==> src/rtl/legup_pkg.sv <==
// legup_pkg: shared FSM state type and widths for the legup register blocks.
package legup_pkg;
    typedef enum logic [1:0] {RR_EMPTY, RR_ONE, RR_TWO} rr_state_t;
    localparam int RR_STALL_CNT_W = 32;
endpackage

==> src/rtl/legup_register.sv <==
// legup_register: single loadable word with synchronous active-low reset to init_value.
module legup_register #(
    parameter int width = 32,
    parameter logic [width-1:0] init_value = '0
) (
    input  logic             clk,
    input  logic             reset,
    input  logic             load,
    input  logic [width-1:0] d,
    output logic [width-1:0] q
);
    always_ff @(posedge clk)
        if (!reset) q <= init_value;
        else if (load) q <= d;
endmodule

==> src/rtl/legup_register_reader.sv <==
// legup_register_reader: 2-entry skid-buffered valid/ready pipeline register.
// Optional LEGUP_REG_READER_STALL_CNT_EN adds a saturating stall_count output.
module legup_register_reader
    import legup_pkg::*;
#(
    parameter int width = 32,
    parameter logic [width-1:0] init_value = '0
) (
    input  logic             clk,
    input  logic             reset,
    input  logic             in_valid,
    output logic             in_ready,
    input  logic [width-1:0] in_data,
    output logic             out_valid,
    input  logic             out_ready,
    output logic [width-1:0] out_data
`ifdef LEGUP_REG_READER_STALL_CNT_EN
    ,
    output logic [RR_STALL_CNT_W-1:0] stall_count
`endif
);
    rr_state_t state, state_nxt;
    logic accept, consume, main_load, skid_load;
    logic [width-1:0] skid_q, main_d;
    assign accept  = in_valid & in_ready;
    assign consume = out_valid & out_ready;
    // Main refills from the skid word when draining TWO, otherwise straight from the input.
    assign main_d    = state == RR_TWO ? skid_q : in_data;
    assign main_load = state == RR_TWO ? consume : accept & (state == RR_EMPTY | consume);
    assign skid_load = state == RR_ONE & accept & ~consume;
    always_comb
        state_nxt = state == RR_EMPTY ? (accept ? RR_ONE : RR_EMPTY) :
                    state == RR_ONE   ? (skid_load ? RR_TWO : (consume & ~accept) ? RR_EMPTY : RR_ONE) :
                    state == RR_TWO   ? (consume ? RR_ONE : RR_TWO) : RR_EMPTY;
    always_ff @(posedge clk)
        if (!reset) begin
            state     <= RR_EMPTY;
            out_valid <= 1'b0;
            in_ready  <= 1'b0;
        end else begin
            state     <= state_nxt;
            out_valid <= state_nxt != RR_EMPTY;
            in_ready  <= state_nxt != RR_TWO;
        end
    legup_register #(.width(width), .init_value(init_value)) u_main (
        .clk(clk), .reset(reset), .load(main_load), .d(main_d), .q(out_data)
    );
    legup_register #(.width(width), .init_value(init_value)) u_skid (
        .clk(clk), .reset(reset), .load(skid_load), .d(in_data), .q(skid_q)
    );
`ifdef LEGUP_REG_READER_STALL_CNT_EN
    always_ff @(posedge clk)
        if (!reset) stall_count <= '0;
        else if (out_valid & ~out_ready & ~&stall_count) stall_count <= stall_count + 1'b1;
`endif
endmodule

==> config.mk <==
export PLATFORM = sky130hd
export DESIGN_NAME = legup_register_reader
export DESIGN_NICKNAME = d
export VERILOG_FILES = /design/src/rtl/legup_pkg.sv /design/src/rtl/legup_register.sv /design/src/rtl/legup_register_reader.sv
export SDC_FILE = /design/constraint.sdc
export NUM_CORES = 1
export LEC_CHECK = 0
export CAP_MARGIN = 40
export CORE_MARGIN = 2
export CORE_UTILIZATION = 30
export CTS_BUF_LIST = sky130_fd_sc_hd__clkbuf_8
export CTS_CLUSTER_DIAMETER = 120
export CTS_CLUSTER_SIZE = 20
export DETAILED_ROUTE_END_ITERATION = 8
export PLACE_DENSITY = 0.6
export REMOVE_ABC_BUFFERS = 1
export SLEW_MARGIN = 20
export SYNTH_ARGS = -nofsm -noshare
export SYNTH_HDL_FRONTEND = slang
export SYNTH_SLANG_ARGS = --single-unit
==> constraint.sdc <==
create_clock -name clk -period 1.38 [get_ports clk]
set_input_delay 0.207 -clock clk [delete_from_list [all_inputs] [get_ports clk]]
set_output_delay 0.207 -clock clk [all_outputs]
set_load 0.05 [all_outputs]
==> metrics.md <==
| Metric | Value |
|---|---|
| Outcome | `complete, no violations` |
| Skew-Pair Late Insertion Delay | `0.33 ns` |
| Placed instance count | `500` |
| Area contributors post-synth | `dfxtp_1 46%, mux2i_1 11%, o211a_1 11%, nand2_1 8.6%, a21boi_1 8.4%` |
| Tot GR Track Use | `0.145` |
| Clock share of power | `0.292` |
| Clock tree buffer depth | `2` |
| HP Class | `in2reg` |
| CTS tree | `done` |
| Total wire length | `7470 um` |
| # IOs | `70` |
| H-tree depth | `3` |
| CP Cell Sequence | `clkdlybuf4s50_1, nand2_2, nor3_4, buf_4, o21ai_0, o211a_1` |
| Setup TNS | `0 ns` |
| VDD IR-drop max | `0.409 mV` |
| R2r worst-path depth | `5` |
| # diodes | `0` |
| Finished Layout Cells | `517` |
| Area fraction of the dominant cell type after synthesis | `0.464` |
| DP Worst Slack | `-0.345 ns` |
| Internal | `roughly 3400 uW` |
| Global-route wire length before repair | `11900 um` |
| Sw Share | `0.303` |
| Vias per inst | `4.79` |
| Mux cell area share after synthesis | `0.109` |
| Grt ovf | `0` |
| Reg2reg setup slack | `0.06 ns` |
| Fmax achieved | `about 750 MHz` |
| PD cells | `1120 nW/um^2` |
| Hold Path Stages | `3` |
| CP endpoint kind | `flip-flop` |
| Simple-gate portion of the synthesized area | `0.107` |
| Synthesized area | `2930 sq um` |
| WS Path Type | `in2reg` |
| CP max FO | `16` |
| Initial DRC count | `between 80 and 90` |
| Total of fill cells in the finished design | `just over 900` |
| Post-DRT Antenna Nets | `0` |
| Seq pwr share | `0.450` |
| # hold bufs at CTS | `0` |
| First-pass DRT Iterations | `4` |
| Hold Path Sink | `u_main.q[5]` |
| HP Start | `reset` |
| Hold Vio Cnt, Final | `0` |
| Synth Area in XOR/XNOR | `0` |
| Initial core utilization | `0.304` |
| Sequential cell area | `1360 sq um` |
| Leakage Power | `0.00212 uW` |
| Rows | `36` |
| PortBufs | `69` |
| Vias | `roughly 2500` |
| RSZ-0062 raised after global routing | `true` |
| CP Buf/Inv Count | `2` |
| Yosys cell types | `22` |
| Headroom to the max-slew limit | `0.821` |
| Area leader, netlist | `dfxtp_1` |
| Maxcap violations | `0` |
| Synth Area in Compound Gates | `0.266` |
| TritonCTS Buffers | `9` |
| Reg-to-reg startpoint | `state[0]` |
| Post-Synth Adder-Cell Area | `0` |
| Largest net degree at the start of global routing | `69` |
| Layout Skew | `0.00770 ns` |
| Wire length per cell | `14.4 um` |
| Crit start category | `primary input` |
| Final hold slack | `0.364 ns` |
| Routability cong. | `~0.76` |
| Least-Margin Pin Slew | `0.269 ns` |
| Crit path max-delay family | `buffers and inverters` |
| Antenna violations before repair | `0` |
| Syn Inst Count | `309` |
| Core ar. | `9640 sq um` |
| CP required | `1.60 ns` |
| Share of layout cells above drive strength 1 | `0.206` |
| Post-Syn Area per Cell | `9.49 sq um` |
| Total Power | `4900 uW` |
| Vias in the first global route | `2420` |
| CTS Root Cell | `clkbuf_8` |
| Stages on worst setup path | `6` |
| Worst-path clk slew | `0.07 ns` |
| NumNets Final | `a little over 400` |
| CP Data Arrival Time | `1.55 ns` |
| Reg-to-reg endpoint | `u_main.q[18]` |
| Synth-to-Final Area Change | `49.9%` |
| Slew Limit Fails | `0` |
| Post-route clock period utilization | `0.961` |
| Clk sinks | `just under 70` |
| #FFs+latches synth | `~70` |
| Net switching power | `between 1000 and 1500 uW` |
| Post-layout min period | `1.33 ns` |
| Comb pwr share | `0.258` |
| Die area | `10600 sq um` |
| Setup violators final | `0` |
| CP max stage cell | `clkdlybuf4s50_1` |
| Synth warn | `0` |
| Multi-input gate area | `about 1500 sq um` |
| DRC | `0` |
| Final HPWL DP | `4850 um` |
| Max incr delay on CP | `0.52 ns` |
| Sequential cell area fraction in the yosys report | `0.464` |
| Die X | `103 um` |
| Setup ws final | `0.0545 ns` |
| Die Ht | `about 100 um` |
| Largest family of logic cells by synthesized area | `compound AO/OA/AOI/OAI gates` |
## cells by family after synthesis
| kind of cell | Yosys count |
|---|---|
| buffers and inverters | 29 |
| muxes | 32 |
| AOI/OAI and AO/OA | 103 |
| DFF | 68 |
| and+or+nand+nor | 77 |
## metrics by stage
step	util	area (sq um)
floorplan	-	2780
CTS	0.449	4330
global route	0.456	4400
finish	0.456	4400
detailed placement	0.430	4150
global placement	0.430	4150
## worst register-to-register path, delay by kind of cell (launching register included)
kind | cells | cell delay (ns)
compound gates | 2 | 0.30
buf+inv | 1 | 0.16
simple gates | 2 | 0.42
flops | 1 | 0.35
## layout make-up
class,count,area share
clock buffers,10,0.0313
repair buffers,88,0.283
multi-input cells,212,0.330
clock inverters,6,0.00740
flip-flops and latches,68,0.310
well taps,133,0.0379
## power by group through the flow
stage	clock network, uW	registers, uW	logic, uW
after floorplan	0	2520	261
after global placement	0	2250	1220
after detailed placement	0	2250	1240
after CTS	1480	2210	1250
after global routing	1560	2220	1330
final	1430	2210	1260
## registers in the layout, indices dropped and copies added, names as in the netlist
signal,cells
in_ready,1
out_valid,1
state,2
u_main.q,32
u_skid.q,32
## metal layers
| layer | vias up | wire, um | GRT usage |
|---|---|---|---|
| met5 | - | 0 | 0 |
| met4 | 0 | 124 | 0.0628 |
| met3 | 10 | 335 | 0.0305 |
| met2 | 50 | 3590 | 0.230 |
| met1 | 1193 | 3410 | 0.190 |
| li1 | 1224 | - | - |
## worst max-delay path by stage
stage / start / end
2_1_floorplan: in_ready / u_main.q[0]
3_3_place_gp: in_valid / u_main.q[4]
3_5_place_dp: in_valid / u_main.q[8]
4_1_cts: state[0] / u_main.q[6]
5_1_grt: in_valid / u_main.q[31]
6_report: in_valid / u_main.q[12]
## synthesized netlist by cell type
library cell / number
and2_1: 2
nor2b_1: 1
a21boi_0: 1
o21ai_0: 34
a21oi_4: 1
a221oi_1: 1
and3_1: 2
dfxtp_1: 68
or2_1: 1
nand2_1: 67
a21boi_1: 33
a41oi_1: 1
buf_2: 6
clkbuf_1: 17
nand3_1: 1
buf_4: 1
o211a_1: 32
mux2i_1: 32
and3b_1: 1
nor3_1: 1
nand2b_1: 1
buf_6: 5
## cells in the final DEF (no fill, tap or decap), drive strengths merged, types with 11 or more instances in the layout
cell / Yosys / final
clkbuf: 17 / 11
dfxtp: 68 / 68
mux2i: 32 / 32
o211a: 32 / 32
clkdlybuf4s50: 0 / 34
a21boi: 34 / 34
nand2: 67 / 67
o21ai: 34 / 34
buf: 12 / 53
## timing repair
item / 4_1_cts / 5_1_grt
gates cloned: 0 / 1
setup buffers: 0 / 0
pin swaps: 0 / 0
gates resized for setup: 4 / 17
endpoints found under the setup margin: 33 / 64
(Power assumes the default switching activity.)
